[config.mk]
export PLATFORM = sky130hd
export DESIGN_NAME = max7219_rx_flat
export DESIGN_NICKNAME = d
export VERILOG_FILES = /design/src/rtl/max7219_rx_if.sv /design/src/rtl/max7219_rx.sv /design/src/flat_wrapper.sv
export SDC_FILE = /design/constraint.sdc
export NUM_CORES = 1
export LEC_CHECK = 0
export BUFFER_PORTS_ARGS = -buffer_cell sky130_fd_sc_hd__buf_4
export CAP_MARGIN = 20
export CELL_PAD_IN_SITES_DETAIL_PLACEMENT = 1
export CELL_PAD_IN_SITES_GLOBAL_PLACEMENT = 1
export CORE_MARGIN = 3
export CORE_UTILIZATION = 45
export DETAILED_ROUTE_END_ITERATION = 8
export PLACE_DENSITY_LB_ADDON = 0.1
export SYNTH_ARGS = -nofsm -noshare
export SYNTH_HDL_FRONTEND = slang
export SYNTH_SLANG_ARGS = --single-unit
[constraint.sdc]
create_clock -name clk -period 8.1 [get_ports clk]
set_clock_uncertainty 0.2 [all_clocks]
set_input_delay 1.62 -clock clk [delete_from_list [all_inputs] [get_ports clk]]
set_output_delay 1.62 -clock clk [all_outputs]
set_load 0.02 [all_outputs]
[src/rtl/max7219_rx_if.sv]
// Write-event bus of the MAX7219 receiver: frame-latched pulse, address/data and framing error.
interface max7219_rx_if;
  logic       wr_valid;
  logic [3:0] wr_addr;
  logic [7:0] wr_data;
  logic       frame_err;

  modport master (output wr_valid, output wr_addr, output wr_data, output frame_err);
  modport slave  (input  wr_valid, input  wr_addr, input  wr_data, input  frame_err);
endinterface

[src/rtl/max7219_rx.sv]
// MAX7219 3-wire serial receiver: oversamples sck/din/cs and rebuilds the display register file.
// Optional daisy-chain output enabled by defining MAX7219_DOUT_EN.
module max7219_rx #(
  parameter int unsigned SYNC_STAGES = 2
) (
  input  logic           clk,
  input  logic           rst,
  input  logic           sck,
  input  logic           din,
  input  logic           cs,
  max7219_rx_if.master   wr,
  output logic [63:0]    digits,
  output logic [7:0]     decode_mode,
  output logic [3:0]     intensity,
  output logic [2:0]     scan_limit,
  output logic           run,
  output logic           disp_test,
  output logic           dout
);

  typedef enum logic [1:0] {StIdle, StShift, StLatch} state_e;

  state_e state_q, state_d;

  logic [SYNC_STAGES-1:0] sck_sync_q, din_sync_q, cs_sync_q;
  logic                   sck_hist_q, cs_hist_q;
  logic                   sck_s, din_s, cs_s;
  logic                   sck_rise, cs_fall, cs_rise;

  logic [15:0] shift_q, shift_d;
  logic [4:0]  cnt_q, cnt_d;
  logic        armed_q, armed_d;

  logic        wr_valid_q, frame_err_q;
  logic [3:0]  wr_addr_q;
  logic [7:0]  wr_data_q;
  logic [63:0] digits_q;
  logic [7:0]  decode_mode_q;
  logic [3:0]  intensity_q;
  logic [2:0]  scan_limit_q;
  logic        run_q, disp_test_q;
  logic [3:0]  addr_m1;

  // Sync flops reset to 0 so a cs already low at reset release never looks like a falling edge.
  always_ff @(posedge clk) begin
    if (rst) begin
      sck_sync_q <= '0;
      din_sync_q <= '0;
      cs_sync_q  <= '0;
      sck_hist_q <= 1'b0;
      cs_hist_q  <= 1'b0;
    end else begin
      sck_sync_q <= {sck_sync_q[SYNC_STAGES-2:0], sck};
      din_sync_q <= {din_sync_q[SYNC_STAGES-2:0], din};
      cs_sync_q  <= {cs_sync_q[SYNC_STAGES-2:0], cs};
      sck_hist_q <= sck_s;
      cs_hist_q  <= cs_s;
    end
  end

  assign sck_s    = sck_sync_q[SYNC_STAGES-1];
  assign din_s    = din_sync_q[SYNC_STAGES-1];
  assign cs_s     = cs_sync_q[SYNC_STAGES-1];
  assign sck_rise = sck_s & ~sck_hist_q;
  assign cs_fall  = ~cs_s & cs_hist_q;
  assign cs_rise  = cs_s & ~cs_hist_q;

  always_ff @(posedge clk) begin
    if (rst) begin
      state_q <= StIdle;
      shift_q <= '0;
      cnt_q   <= '0;
      armed_q <= 1'b0;
    end else begin
      state_q <= state_d;
      shift_q <= shift_d;
      cnt_q   <= cnt_d;
      armed_q <= armed_d;
    end
  end

  always_comb begin
    state_d = state_q;
    shift_d = shift_q;
    cnt_d   = cnt_q;
    armed_d = armed_q;
    unique case (state_q)
      StIdle: begin
        if (cs_fall) begin
          shift_d = '0;
          cnt_d   = '0;
          armed_d = 1'b1;
          state_d = StShift;
        end
      end
      StShift: begin
        // A cs rise in the same cycle as an sck rise ends the frame without counting that edge.
        if (cs_rise && armed_q) begin
          state_d = StLatch;
        end else if (sck_rise) begin
          shift_d = {shift_q[14:0], din_s};
          if (cnt_q != 5'd16) cnt_d = cnt_q + 5'd1;
        end
      end
      StLatch: begin
        armed_d = 1'b0;
        state_d = StIdle;
      end
      default: state_d = StIdle;
    endcase
  end

  assign addr_m1 = shift_q[11:8] - 4'd1;

  always_ff @(posedge clk) begin
    if (rst) begin
      wr_valid_q    <= 1'b0;
      frame_err_q   <= 1'b0;
      wr_addr_q     <= '0;
      wr_data_q     <= '0;
      digits_q      <= '0;
      decode_mode_q <= '0;
      intensity_q   <= '0;
      scan_limit_q  <= '0;
      run_q         <= 1'b0;
      disp_test_q   <= 1'b0;
    end else begin
      wr_valid_q  <= 1'b0;
      frame_err_q <= 1'b0;
      if (state_q == StLatch) begin
        if (cnt_q == 5'd16) begin
          wr_valid_q <= 1'b1;
          wr_addr_q  <= shift_q[11:8];
          wr_data_q  <= shift_q[7:0];
          case (shift_q[11:8])
            4'h1, 4'h2, 4'h3, 4'h4,
            4'h5, 4'h6, 4'h7, 4'h8: digits_q[{addr_m1[2:0], 3'b000} +: 8] <= shift_q[7:0];
            4'h9:    decode_mode_q <= shift_q[7:0];
            4'hA:    intensity_q   <= shift_q[3:0];
            4'hB:    scan_limit_q  <= shift_q[2:0];
            4'hC:    run_q         <= shift_q[0];
            4'hF:    disp_test_q   <= shift_q[0];
            default: ;
          endcase
        end else begin
          frame_err_q <= 1'b1;
        end
      end
    end
  end

`ifdef MAX7219_DOUT_EN
  logic dout_q;
  logic sck_fall;

  assign sck_fall = ~sck_s & sck_hist_q;

  always_ff @(posedge clk) begin
    if (rst) begin
      dout_q <= 1'b0;
    end else if (sck_fall && !cs_s) begin
      dout_q <= shift_q[15];
    end
  end

  assign dout = dout_q;
`else
  assign dout = 1'b0;
`endif

  assign wr.wr_valid  = wr_valid_q;
  assign wr.wr_addr   = wr_addr_q;
  assign wr.wr_data   = wr_data_q;
  assign wr.frame_err = frame_err_q;
  assign digits       = digits_q;
  assign decode_mode  = decode_mode_q;
  assign intensity    = intensity_q;
  assign scan_limit   = scan_limit_q;
  assign run          = run_q;
  assign disp_test    = disp_test_q;

endmodule

[src/flat_wrapper.sv]
// flat-port wrapper written by rule: the top's interface ports become plain ports
module max7219_rx_flat 
#(
  parameter int unsigned SYNC_STAGES = 2
)
  (clk, rst, sck, din, cs, digits, decode_mode, intensity, scan_limit, run, disp_test, dout, wr_wr_valid, wr_wr_addr, wr_wr_data, wr_frame_err);
  max7219_rx_if wr_i ();
  input  logic clk;
  input  logic rst;
  input  logic sck;
  input  logic din;
  input  logic cs;
  output logic [63:0] digits;
  output logic [7:0] decode_mode;
  output logic [3:0] intensity;
  output logic [2:0] scan_limit;
  output logic run;
  output logic disp_test;
  output logic dout;
  output wire logic [$bits(wr_i.wr_valid)-1:0] wr_wr_valid;
  output wire logic [$bits(wr_i.wr_addr)-1:0] wr_wr_addr;
  output wire logic [$bits(wr_i.wr_data)-1:0] wr_wr_data;
  output wire logic [$bits(wr_i.frame_err)-1:0] wr_frame_err;
  assign wr_wr_valid = wr_i.wr_valid;
  assign wr_wr_addr = wr_i.wr_addr;
  assign wr_wr_data = wr_i.wr_data;
  assign wr_frame_err = wr_i.frame_err;
  max7219_rx #(.SYNC_STAGES(SYNC_STAGES)) u_core (.clk(clk), .rst(rst), .sck(sck), .din(din), .cs(cs), .wr(wr_i), .digits(digits), .decode_mode(decode_mode), .intensity(intensity), .scan_limit(scan_limit), .run(run), .disp_test(disp_test), .dout(dout));
endmodule
# == Word level (Yosys, flattened, before mapping) ==
# Index checks and enable logic that the tools add are counted.
# word_totals
regBits,123
in_bits,5
output_inout_bits,96
elab_cells,87
# op_classes
addsub,3
eq_ne,22
shift,2
muxes,17
bitwise_logic,7
n_reduce_logical,17
# op_table
cell,n
64-bit bitwise mux,1
"8-bit by 8-bit variable shift with 64-bit output, first input constant",1
8-bit by 8-bit variable part select with 64-bit output,1
12-bit 2-to-1 mux,3
"4-bit equality test, second input constant",6
12-bit one-hot mux with 2 select lines,1
5-bit 2-to-1 mux,4
3-bit AND reduction,6
"4-bit by 3-bit equality test with 1-bit output, second input constant",4
5-bit one-hot mux with 2 select lines,1
"4-bit by 2-bit equality test with 1-bit output, second input constant",2
"2-bit by 1-bit inequality test with 1-bit output, second input constant",4
6-bit negator with 8-bit output,1
8-bit OR reduction,1
2-bit AND reduction,3
"5-bit by 1-bit adder with 5-bit output, second input constant",1
"5-bit equality test, second input constant",1
"5-bit inequality test, second input constant",1
5-bit AND reduction,1
"4-bit by 1-bit equality test with 1-bit output, second input constant",1
2-bit 2-to-1 mux,2
1-bit NOT,4
2-bit one-hot mux with 2 select lines,1
4-bit AND reduction,1
11 further kinds,16

# == Longest topological paths before layout ==
# Gate-level depths: netlist of run 1.
# logic_depth
word_depth,5
depth_mapped,12
depth_no_buf,9

# == Worst setup path after synthesis of run 1 ==
# Ideal clock, no wire load.
# synth_path
path_type,reg-to-reg
startpoint,reg u_core.shift_q[8]
endpoint,reg u_core.digits_q[24] (netlist: u_core.digits[24])
setup_ns,0.070
t_arrival_ns,2.910
t_required_ns,7.830
path_slack_ns,4.919
path_stages_with_launch,12
n_path_buf,2
synth_period_minus_slack_ns,3.181
path_cell_list,dfxtp_1 > clkbuf_1 > inv_1 > ha_1 > xor2_4 > inv_1 > ha_1 > buf_2 > nor3b_1 > nand2_1 > or3_1 > a21oi_1
# synth_between
elab_chain_cells,4
word_cells_on_any_way,15
classes_between,add/sub (2); eq/ne (8); shift (2); mux (1); reduce/logical (2)
# synth_lines
element,line_no,text
from (decl),max7219_rx.sv:30,"logic [15:0] shift_q, shift_d;"
from (signal assigned),max7219_rx.sv:76,shift_q <= shift_d;
3-bit by 1-bit subtractor with 3-bit output,max7219_rx.sv:113,assign addr_m1 = shift_q[11:8] - 4'd1;
6-bit negator with 8-bit output,max7219_rx.sv:137,"4'h5, 4'h6, 4'h7, 4'h8: digits_q[{addr_m1[2:0], 3'b000} +: 8] <= shift_q[7:0];"
8-bit by 8-bit variable part select with 64-bit output / 8-bit by 8-bit variable shift with 64-bit output (equally long branches),max7219_rx.sv:137,
64-bit bitwise mux,max7219_rx.sv:137,
"to (signal, indexed assignment)",max7219_rx.sv:137,
to (decl),max7219_rx.sv:37,logic [63:0] digits_q;
# Several ways; a longest one is shown, not always the timed one.
# A chain may end at the register's enable or synchronous reset.

# == Final worst setup path of run 1 ==
# Same ends and word-level chain as after synthesis.

==> results of run 1 <==
[cell usage after synthesis, types with 3 or more instances]
library cell,count,area (um2)
o21ai_0,65,325.3
or3_1,11,68.82
a21oi_1,72,360.4
nand2_1,47,176.4
inv_1,11,41.29
ha_1,9,112.6
clkbuf_1,38,142.6
nor3b_1,3,22.52
o211ai_2,3,37.54
buf_2,5,25.02
buf_4,3,22.52
and4b_1,3,30.03
or4b_1,32,320.3
nor2b_1,12,75.07
nor2_1,17,63.81
buf_6,4,45.04
nand4_1,13,81.33
nand3b_1,18,135.1
nand2b_1,27,168.9
mux2i_1,18,180.2
dfxtp_1,123,2462
[sequential cells by signal, summed over array words and instances, names as in the netlist, 3 cells and up]
name	cells
u_core.digits	64
u_core.shift_q	12
u_core.decode_mode	8
u_core.wr.wr_data	8
u_core.cnt_q	5
u_core.intensity	4
u_core.wr.wr_addr	4
u_core.scan_limit	3
[power groups by stage]
stage | registers [mW] | clock network (mW) | logic, mW
6_report | 0.621 | 0.839 | 0.0658
2_1_floorplan | 0.624 | 0 | 0.0534
5_1_grt | 0.621 | 0.879 | 0.0723
3_5_place_dp | 0.633 | 0 | 0.0625
3_3_place_gp | 0.633 | 0 | 0.0598
4_1_cts | 0.620 | 0.846 | 0.0642
[cells by family after synthesis]
group	Yosys count	synth area share, %
AO/OA/AOI/OAI	157	16.91
XOR/XNOR	1	0.5218
adder cells (fa/ha/maj)	9	2.134
buffers and inverters	61	5.241
flip-flops	123	46.67
multiplexers	18	3.415
other	1	0.07107
AND/OR/NAND/NOR	204	25.04
[worst min-delay path by stage]
stage,startpoint,endpoint,cells past startpoint
finish,u_core.sck_sync_q[0],u_core.sck_sync_q[1],1
global route,u_core.cs_sync_q[0],u_core.cs_sync_q[1],1
CTS,u_core.din_sync_q[0],u_core.din_sync_q[1],1
detailed placement,u_core.din_sync_q[0],u_core.din_sync_q[1],1
global placement,u_core.sck_sync_q[0],u_core.sck_sync_q[1],1
floorplan,u_core.cs_sync_q[0],u_core.cs_sync_q[1],1
[layer usage]
layer	part of all wire (%)	track usage, %	wire length, um
met5	0	0	0
met4	2.0	9.580	319
met3	5.8	6.924	906
met2	50	40.24	7812
met1	43	30.76	6702
[through the flow]
stage / area [um2] / cells
floorplan: 5276 / 574
global route: 6673 / 798
finish: 6673 / 798
detailed placement: 5993 / 766
CTS: 6645 / 797
global placement: 5993 / 766
[area by class of cell]
type	instances	area (um2)
multi-input cells	390	2549
clock buffers	24	491.7
flip-flops and latches	123	2462
clock inverters	7	160.2
fillers	1280	4453
repair buffers	103	793.3
inverters	11	41.29
well taps	140	175.2
[worst reg2reg max path, stage by stage, from the launching register on]
cell,delay [ps]
dfxtp_1,600
inv_1,190
ha_1,320
xor2_4,360
inv_1,80
ha_1,510
nor3b_1,800
nand2_1,140
or3_1,340
a21oi_1,160
==> impl_metrics.yaml, run 1 <==
finish:
  syn2layout_area_growth_pct: 26.46
  drive_above_1_share_pct: 21.88
  final_cell_mix: "dfxtp_1 (123), buf_4 (102), a21oi_1 (72)"
  diodes: 0
  nNetsFinal: 660
  final_core_util_pct: 59.98
  layout_commonest_cell: "dfxtp_1"
yosys:
  synth-edff-count: 0
  synth_area_um2: 5276
  synthArstFlopShare_pct: 0
  ys_warn_count: 0
  syn-num-nets: 588
  synthCells: 574
  avgSynthCellArea_um2: 9.192
  synthDistinctLibCells: 53
  synth_seq_cells: 123
  synth_flop_cell: "dfxtp_1"
  ys_seq_area_share_pct: 46.67
worst_setup_path:
  cp_slowest_cell: "nor3b_1"
  crit_start: "u_core.shift_q[8]"
  arrival_ps: 3900
  path_cells: "inv_1, ha_1, xor2_4, inv_1, ha_1, nor3b_1, nand2_1, or3_1, a21oi_1"
  r2r-end: "u_core.digits[24]"
  path_depth: 9
  r2r-start: "u_core.shift_q[8]"
  startpoint_type: "flop"
  path_class: "reg -> reg"
  cpLargestDelayFamily: "simple AND/OR/NAND/NOR gates"
  critPathMaxFanout: 14
  worst_r2r_path_depth: 9
  cp_num_buf_inv: 2
  end_kind: "flop"
  rrSetupSlack_ps: 4330
  crit_end: "u_core.digits[24]"
  critPathRequiredTime_ps: 8230
  critical-path-max-stage-delay_ps: 800
clock_tree:
  clock_latency_ps: 410
  clock_sinks: 123
  cts_buffer_depth: 2
  cts_setup_buffers: 0
  cts_htree_levels: 4
  cts_made_buffers: 17
  path_clk_slew_ps: 50
  cts-resized-gates: 0
  cts_hold_buffers: 0
  root_buffer: "clkbuf_16"
  tritoncts: "done"
power_and_ir_drop:
  p_leak_nw: 2.566
  ir_drop_mv: 0.1805
  p_sw_uw: 320.3
  switching_share_pct: 21.00
  power_density_nw_per_um2: 228.6
  intPower_mw: 1.205
  clockPowerShare_pct: 55.0
  p_total_mw: 1.526
  combPwrFrac_pct: 4.3
  pwr-share-seq_pct: 40.7
sta:
  tightest_slew_ps: 988.0
  fin_tns_setup_ps: 0
  post-route-period-util_pct: 46.53
  period_minus_slack_ps: 3769
  max_freq_mhz: 265.3
  slew_headroom_pct: 33.84
  whs_ps: 252.8
  setup_viol: 0
  final_hold_viol_count: 0
  fin_ws_ps: 4331
  rsz0062_at_grt: "false"
  drv_slew: 0
global_routing:
  overflow: 0
  first_global_vias: 4767
  grt_first_pass_wirelength_mm: 25.18
  antenna_found_initial: 0
  grt_usage_pct: 24.60
  grt_max_degree: 121
floorplan:
  die-area_um2: 13060
  die_x_um: 114.3
  initial_core_util_pct: 47.42
  die_h_um: 114.3
  fp.coreArea_um2: 11130
  io_pins: 101
  rows: 38
place:
  hpwl_mm: 9.599
  gp_congestion: 0.7685
  post-place-ws_ps: 4426
  io_buffers: 99
detailed_routing:
  drt_iter0_drc: 348
  drtAntennaViolNets: 0
  routed_via_density: 5.838
  vias: 4659
  first_pass_iters: 5
  wl_per_cell_um: 19.73
  drc: 0
  drt-total-wl_mm: 15.74
outcome:
  outcome: "finished clean"
worst_hold_path:
  hold_path_class: "reg -> reg"
run:
  maxCapViolCount: 0
(Power assumes the default switching activity.)
==> run 2, diff against run 1 <==
--- a/config.mk
+++ b/config.mk
@@ -10,7 +10,7 @@
 export CELL_PAD_IN_SITES_DETAIL_PLACEMENT = 1
 export CELL_PAD_IN_SITES_GLOBAL_PLACEMENT = 1
 export CORE_MARGIN = 3
-export CORE_UTILIZATION = 45
+export CORE_UTILIZATION = 42
 export DETAILED_ROUTE_END_ITERATION = 8
 export PLACE_DENSITY_LB_ADDON = 0.1
 export SYNTH_ARGS = -nofsm -noshare
==> constraint.sdc (replaced) <==
create_clock -name clk -period 3.5 [get_ports clk]
set_clock_uncertainty 0.2 [all_clocks]
set_input_delay 0.7 -clock clk [delete_from_list [all_inputs] [get_ports clk]]
set_output_delay 0.7 -clock clk [all_outputs]
set_load 0.02 [all_outputs]
==> run 2 against run 1 <==
Global-route usage shrank 2.1 points. Core utilization decreased by 4.7 points. Via count is 0.92% lower. Die area rose by 6.8%.
==> impl_metrics.yaml, run 2 (same netlist as run 1, synthesis figures left out) <==
outcome:
  outcome: "finished clean"
detailed_routing:
  drt-total-wl_mm: 15.51
  drtAntennaViolNets: 0
  first_pass_iters: 4
  wl_per_cell_um: 18.53
  drc: 0
  vias: 4616
  routed_via_density: 5.515
  drt_iter0_drc: 322
global_routing:
  first_global_vias: 4759
  antenna_found_initial: 0
  overflow: 0
  grt_first_pass_wirelength_mm: 25.27
  grt_usage_pct: 22.55
  grt_max_degree: 74
power_and_ir_drop:
  combPwrFrac_pct: 4.8
  power_density_nw_per_um2: 506.4
  intPower_mw: 2.635
  ir_drop_mv: 0.2906
  switching_share_pct: 22.60
  p_total_mw: 3.404
  clockPowerShare_pct: 53.1
  p_sw_uw: 769.5
  pwr-share-seq_pct: 42.1
  p_leak_nw: 2.581
sta:
  period_minus_slack_ps: 3256
  final_hold_viol_count: 0
  max_freq_mhz: 307.2
  whs_ps: 246.6
  slew_headroom_pct: 52.96
  drv_slew: 0
  fin_tns_setup_ps: 0
  tightest_slew_ps: 705.6
  post-route-period-util_pct: 93.02
  setup_viol: 0
  rsz0062_at_grt: "false"
worst_setup_path:
  critPathRequiredTime_ps: 3630
  critPathMaxFanout: 16
  crit_start: "u_core.shift_q[9]"
  startpoint_type: "flop"
  r2r-start: "u_core.shift_q[9]"
  arrival_ps: 3390
  end_kind: "flop"
  path_class: "reg -> reg"
floorplan:
  io_pins: 101
  initial_core_util_pct: 43.38
  die_x_um: 118.1
  rows: 40
  die_h_um: 118.1
  die-area_um2: 13940
  fp.coreArea_um2: 12160
worst_hold_path:
  hp-start: "u_core.din_sync_q[1]"
  hold_path_class: "reg -> reg"
clock_tree:
  cts_buffer_depth: 2
  cts_htree_levels: 4
  tritoncts: "done"
  cts_setup_buffers: 0
  cts_made_buffers: 17
  cts_hold_buffers: 0
  cts-resized-gates: 0
  path_clk_slew_ps: 50
  clock_sinks: 123
  root_buffer: "clkbuf_16"
  clock_latency_ps: 420
place:
  hpwl_mm: 9.973
  gp_congestion: 0.7765
  io_buffers: 99
run:
  maxCapViolCount: 0
finish:
  largest_reg_flops: 64
  syn2layout_area_growth_pct: 27.41
  layout_commonest_cell: "dfxtp_1"
  final_cell_mix: "dfxtp_1 (123), buf_4 (113), a21oi_1 (72)"
  drive_above_1_share_pct: 23.47
  diodes: 0
  nNetsFinal: 670
==> run 2: cell types whose count changed in the layout (fill, tap and decap cells not counted) <==
cell        previous run  this run
clkbuf_1               3         1
clkbuf_8               4         3
buf_4                102       113
buf_16                 1         0
bufinv_16              5         3
inv_6                  0         1
clkinvlp_4             0         3
clkinv_2               2         4
==> run 2: per-layer routing <==
metal	vias to the layer above	share of wire [%]	track usage [%]
met2	106	49	37.80
met4	0	2.1	8.791
met3	28	4.6	6.151
li1	2227	-	-
met1	2255	44	27.46
met5	-	0	0
==> run 2: area by class of cell <==
class                      count  area [um2]
fill                        1393        5439
inverter                      11       41.29
tap                          168       210.2
sequential                   123        2462
clock inverter                11       141.4
timing repair buffer         113       848.3
clock buffer                  21       470.5
multi-input combinational    390        2549
==> run 2: worst max-delay path, cell delays in order (launching register included) <==
cell,delay (ps)
dfxtp_1,410
inv_1,130
ha_1,280
xor2_4,240
inv_1,70
ha_1,450
and4bb_2,370
o211ai_2,260
or4b_1,590
a21oi_1,190
==> run 2: stage by stage <==
| stage | util [%] | instances | cell area, um2 | worst slack, ps |
|---|---|---|---|---|
| 5_1_grt | 55.28 | 837 | 6723 | 5.790 |
| 4_1_cts | 54.97 | 832 | 6685 | 94.99 |
| 2_1_floorplan | - | 574 | 5276 | 319.3 |
| 3_5_place_dp | 49.94 | 800 | 6073 | 148.3 |
| 3_3_place_gp | 49.94 | 800 | 6073 | 328.1 |
| 6_report | 55.28 | 837 | 6723 | 244.3 |
==> run 2: final timing paths <==
kind,to,slack (ps),cells after the start
worst min-delay path,u_core.shift_q[0],250,2
worst max register to register,u_core.digits[48],240,9
worst max-delay path,u_core.digits[48],240,9
worst min register to register,u_core.shift_q[0],250,2
==> run 2: power groups by stage <==
| stage | clock network, mW | registers, mW | logic, mW |
|---|---|---|---|
| 4_1_cts | 1.84 | 1.43 | 0.156 |
| 6_report | 1.81 | 1.43 | 0.162 |
| 3_3_place_gp | 0 | 1.46 | 0.149 |
| 2_1_floorplan | 0 | 1.44 | 0.124 |
| 3_5_place_dp | 0 | 1.46 | 0.154 |
| 5_1_grt | 1.90 | 1.43 | 0.180 |
==> run 3, diff against run 2 <==
--- a/config.mk
+++ b/config.mk
@@ -5,12 +5,13 @@
 export SDC_FILE = /design/constraint.sdc
 export NUM_CORES = 1
 export LEC_CHECK = 0
+export ABC_AREA = 1
 export BUFFER_PORTS_ARGS = -buffer_cell sky130_fd_sc_hd__buf_4
 export CAP_MARGIN = 20
 export CELL_PAD_IN_SITES_DETAIL_PLACEMENT = 1
 export CELL_PAD_IN_SITES_GLOBAL_PLACEMENT = 1
 export CORE_MARGIN = 3
-export CORE_UTILIZATION = 42
+export CORE_UTILIZATION = 39
 export DETAILED_ROUTE_END_ITERATION = 8
 export PLACE_DENSITY_LB_ADDON = 0.1
 export SYNTH_ARGS = -nofsm -noshare
==> run 3 against run 2 <==
Fmax increased by 16%. Non-clock buffer count down 8. Critical endpoint is now u_core.digits[33]. Highest routed layer unchanged. Core utilization down 4.5 points. Sequential share of layout area decreased by 0.42 points. Global-route usage shrank 0.92 points. Design area grew 1.2%. Setup slack gained 440 ps. Cell count increased by 23%.
==> impl_metrics.yaml, run 3 <==
outcome:
  outcome: "finished clean"
yosys:
  ys_seq_area_share_pct: 45.42
  synthMuxAreaShare_pct: 0
  synth_seq_cells: 123
  synth-edff-count: 0
  synth_area_um2: 5421
  syn-num-nets: 775
  yosys.area_share.simple_pct: 32.79
  yosys.area.top_type: "dfxtp_1"
  synthTopCellsByCount: "nand2_1 (164), nor2_1 (163), dfxtp_1 (123)"
  ys_warn_count: 0
  synth_compound_area_share_pct: 9.324
  synth_xor_area_share_pct: 0.1616
  synthCells: 761
  synth_top_family_by_area: "simple AND/OR/NAND/NOR gates"
  avgSynthCellArea_um2: 7.124
  synth_most_common_cell: "nand2_1"
  synthDistinctLibCells: 30
  yosys-top-cells-area: "dfxtp_1 (45%), nand2_1 (11%), nor2_1 (11%)"
  synthArstFlopShare_pct: 0
  synth_flop_cell: "dfxtp_1"
  yosys.area_share.adder_pct: 2.077
  yosysTopAreaCellShare_pct: 45.42
clock_tree:
  root_buffer: "clkbuf_16"
  cts_hold_buffers: 0
  tritoncts: "done"
  clock_latency_ps: 420
  cts_buffer_depth: 2
  clock_sinks: 123
  cts_htree_levels: 4
  cts_setup_buffers: 0
  cts_made_buffers: 17
  path_clk_slew_ps: 60
  cts-resized-gates: 0
floorplan:
  rows: 42
  io_pins: 101
  fp.coreArea_um2: 13400
  die_x_um: 123.9
  initial_core_util_pct: 40.46
  die-area_um2: 15350
  die_h_um: 123.9
sta:
  post-route-period-util_pct: 80.36
  fin_tns_setup_ps: 0
  fin_ws_ps: 687.3
  drv_slew: 0
  tightest_slew_ps: 607.4
  setup_viol: 0
  final_hold_viol_count: 0
  slew_headroom_pct: 59.51
  rsz0062_at_grt: "false"
  period_minus_slack_ps: 2813
  max_freq_mhz: 355.5
place:
  dp.cells: 1002
  hpwl_mm: 11.12
  placed_area_um2: 6210
  gp_congestion: 0.7676
  io_buffers: 99
  post-place-ws_ps: 707.1
global_routing:
  first_global_vias: 5214
  grt_max_degree: 48
  overflow: 0
  grt_usage_pct: 21.62
  antenna_found_initial: 0
  grt_first_pass_wirelength_mm: 25.69
detailed_routing:
  vias: 5091
  routed_via_density: 4.928
  wl_per_cell_um: 15.34
  drt_iter0_drc: 266
  drc: 0
  first_pass_iters: 4
  drtAntennaViolNets: 0
  drt-total-wl_mm: 15.85
finish:
  syn2layout_area_growth_pct: 25.43
  diodes: 0
  layout_commonest_cell: "nand2_1"
  fin_area_um2: 6800
  nNetsFinal: 859
  drive_above_1_share_pct: 19.02
  final_core_util_pct: 50.75
  final_cell_mix: "nand2_1 (164), nor2_1 (163), dfxtp_1 (123)"
  largest_reg_flops: 64
  finalNonFillerCells: 1033
power_and_ir_drop:
  ir_drop_mv: 0.2766
  power_density_nw_per_um2: 507.0
  p_leak_nw: 3.161
worst_setup_path:
  critPathMaxFanout: 43
  worst_path_most_repeated_cell: "nor2_1"
  startpoint_type: "flop"
  end_kind: "flop"
  path_cells: "inv_1, ha_1, inv_1, nand2_1, nand2_2, ha_1, buf_4, nand4_1, nor2_1, nand3_2, nor2_1, nor2_1"
  critPathRequiredTime_ps: 3610
  arrival_ps: 2920
  path_class: "reg -> reg"
  cp_slowest_cell: "buf_4"
  critical-path-max-stage-delay_ps: 380
worst_hold_path:
  hold_path_class: "reg -> reg"
run:
  maxCapViolCount: 0
==> run 3: per-layer routing <==
layer	GRT usage [%]	share of wire, %
met1	25.37	42
met2	37.68	51
met3	6.403	5.8
met4	7.255	1.1
met5	0	0
==> run 3: path summary, 6_finish.rpt <==
kind / startpoint / endpoint / slack (ps) / depth (start not counted)
worst max-delay path: u_core.shift_q[9] / u_core.digits[33] / 690 / 12
worst min-delay path: u_core.sck_sync_q[0] / u_core.sck_sync_q[1] / 200 / 2
worst max register to register: u_core.shift_q[9] / u_core.digits[33] / 690 / 12
worst min register to register: u_core.sck_sync_q[0] / u_core.sck_sync_q[1] / 200 / 2
==> run 3: cells by family (layout without fill, tap and decap cells) <==
kind of cell,count (synthesis),in the layout
flip-flops,123,123
buffers and inverters,128,224
AND/OR/NAND/NOR,405,405
adder cells (fa/ha/maj),9,9
AO/OA/AOI/OAI,94,94
XOR/XNOR,1,1
other,1,1
==> run 3: power breakdown <==
| part | total [mW] | switching, mW | internal, mW |
|---|---|---|---|
| logic | 0.247 | 0.194 | 0.0527 |
| registers | 1.44 | 0.0216 | 1.42 |
| clock network | 1.76 | 0.637 | 1.12 |
| total | 3.45 | 0.853 | 2.59 |
==> run 3: layout make-up <==
cell class	count	area, um2
fill	1742	6600
sequential	123	2462
multi-input combinational	510	2409
timing repair buffer	105	788.3
clock buffer	18	439.2
inverter	88	330.3
tap	176	220.2
clock inverter	13	151.4
==> run 3: worst max-delay path, delay by kind of cell (launching register included) <==
kind                       cells  cell delay, ps
DFF                            1             330
adders and majority gates      2             540
buffers and inverters          3             620
and+or+nand+nor                7            1000
==> run 3: stage by stage <==
step | hold WS (ps) | power (mW)
final | 200.6 | 3.447
after global placement | 190.9 | 1.703
after floorplan | 188.3 | 1.646
after global routing | 224.4 | 3.573
after CTS | 203.5 | 3.477
after detailed placement | 205.7 | 1.714
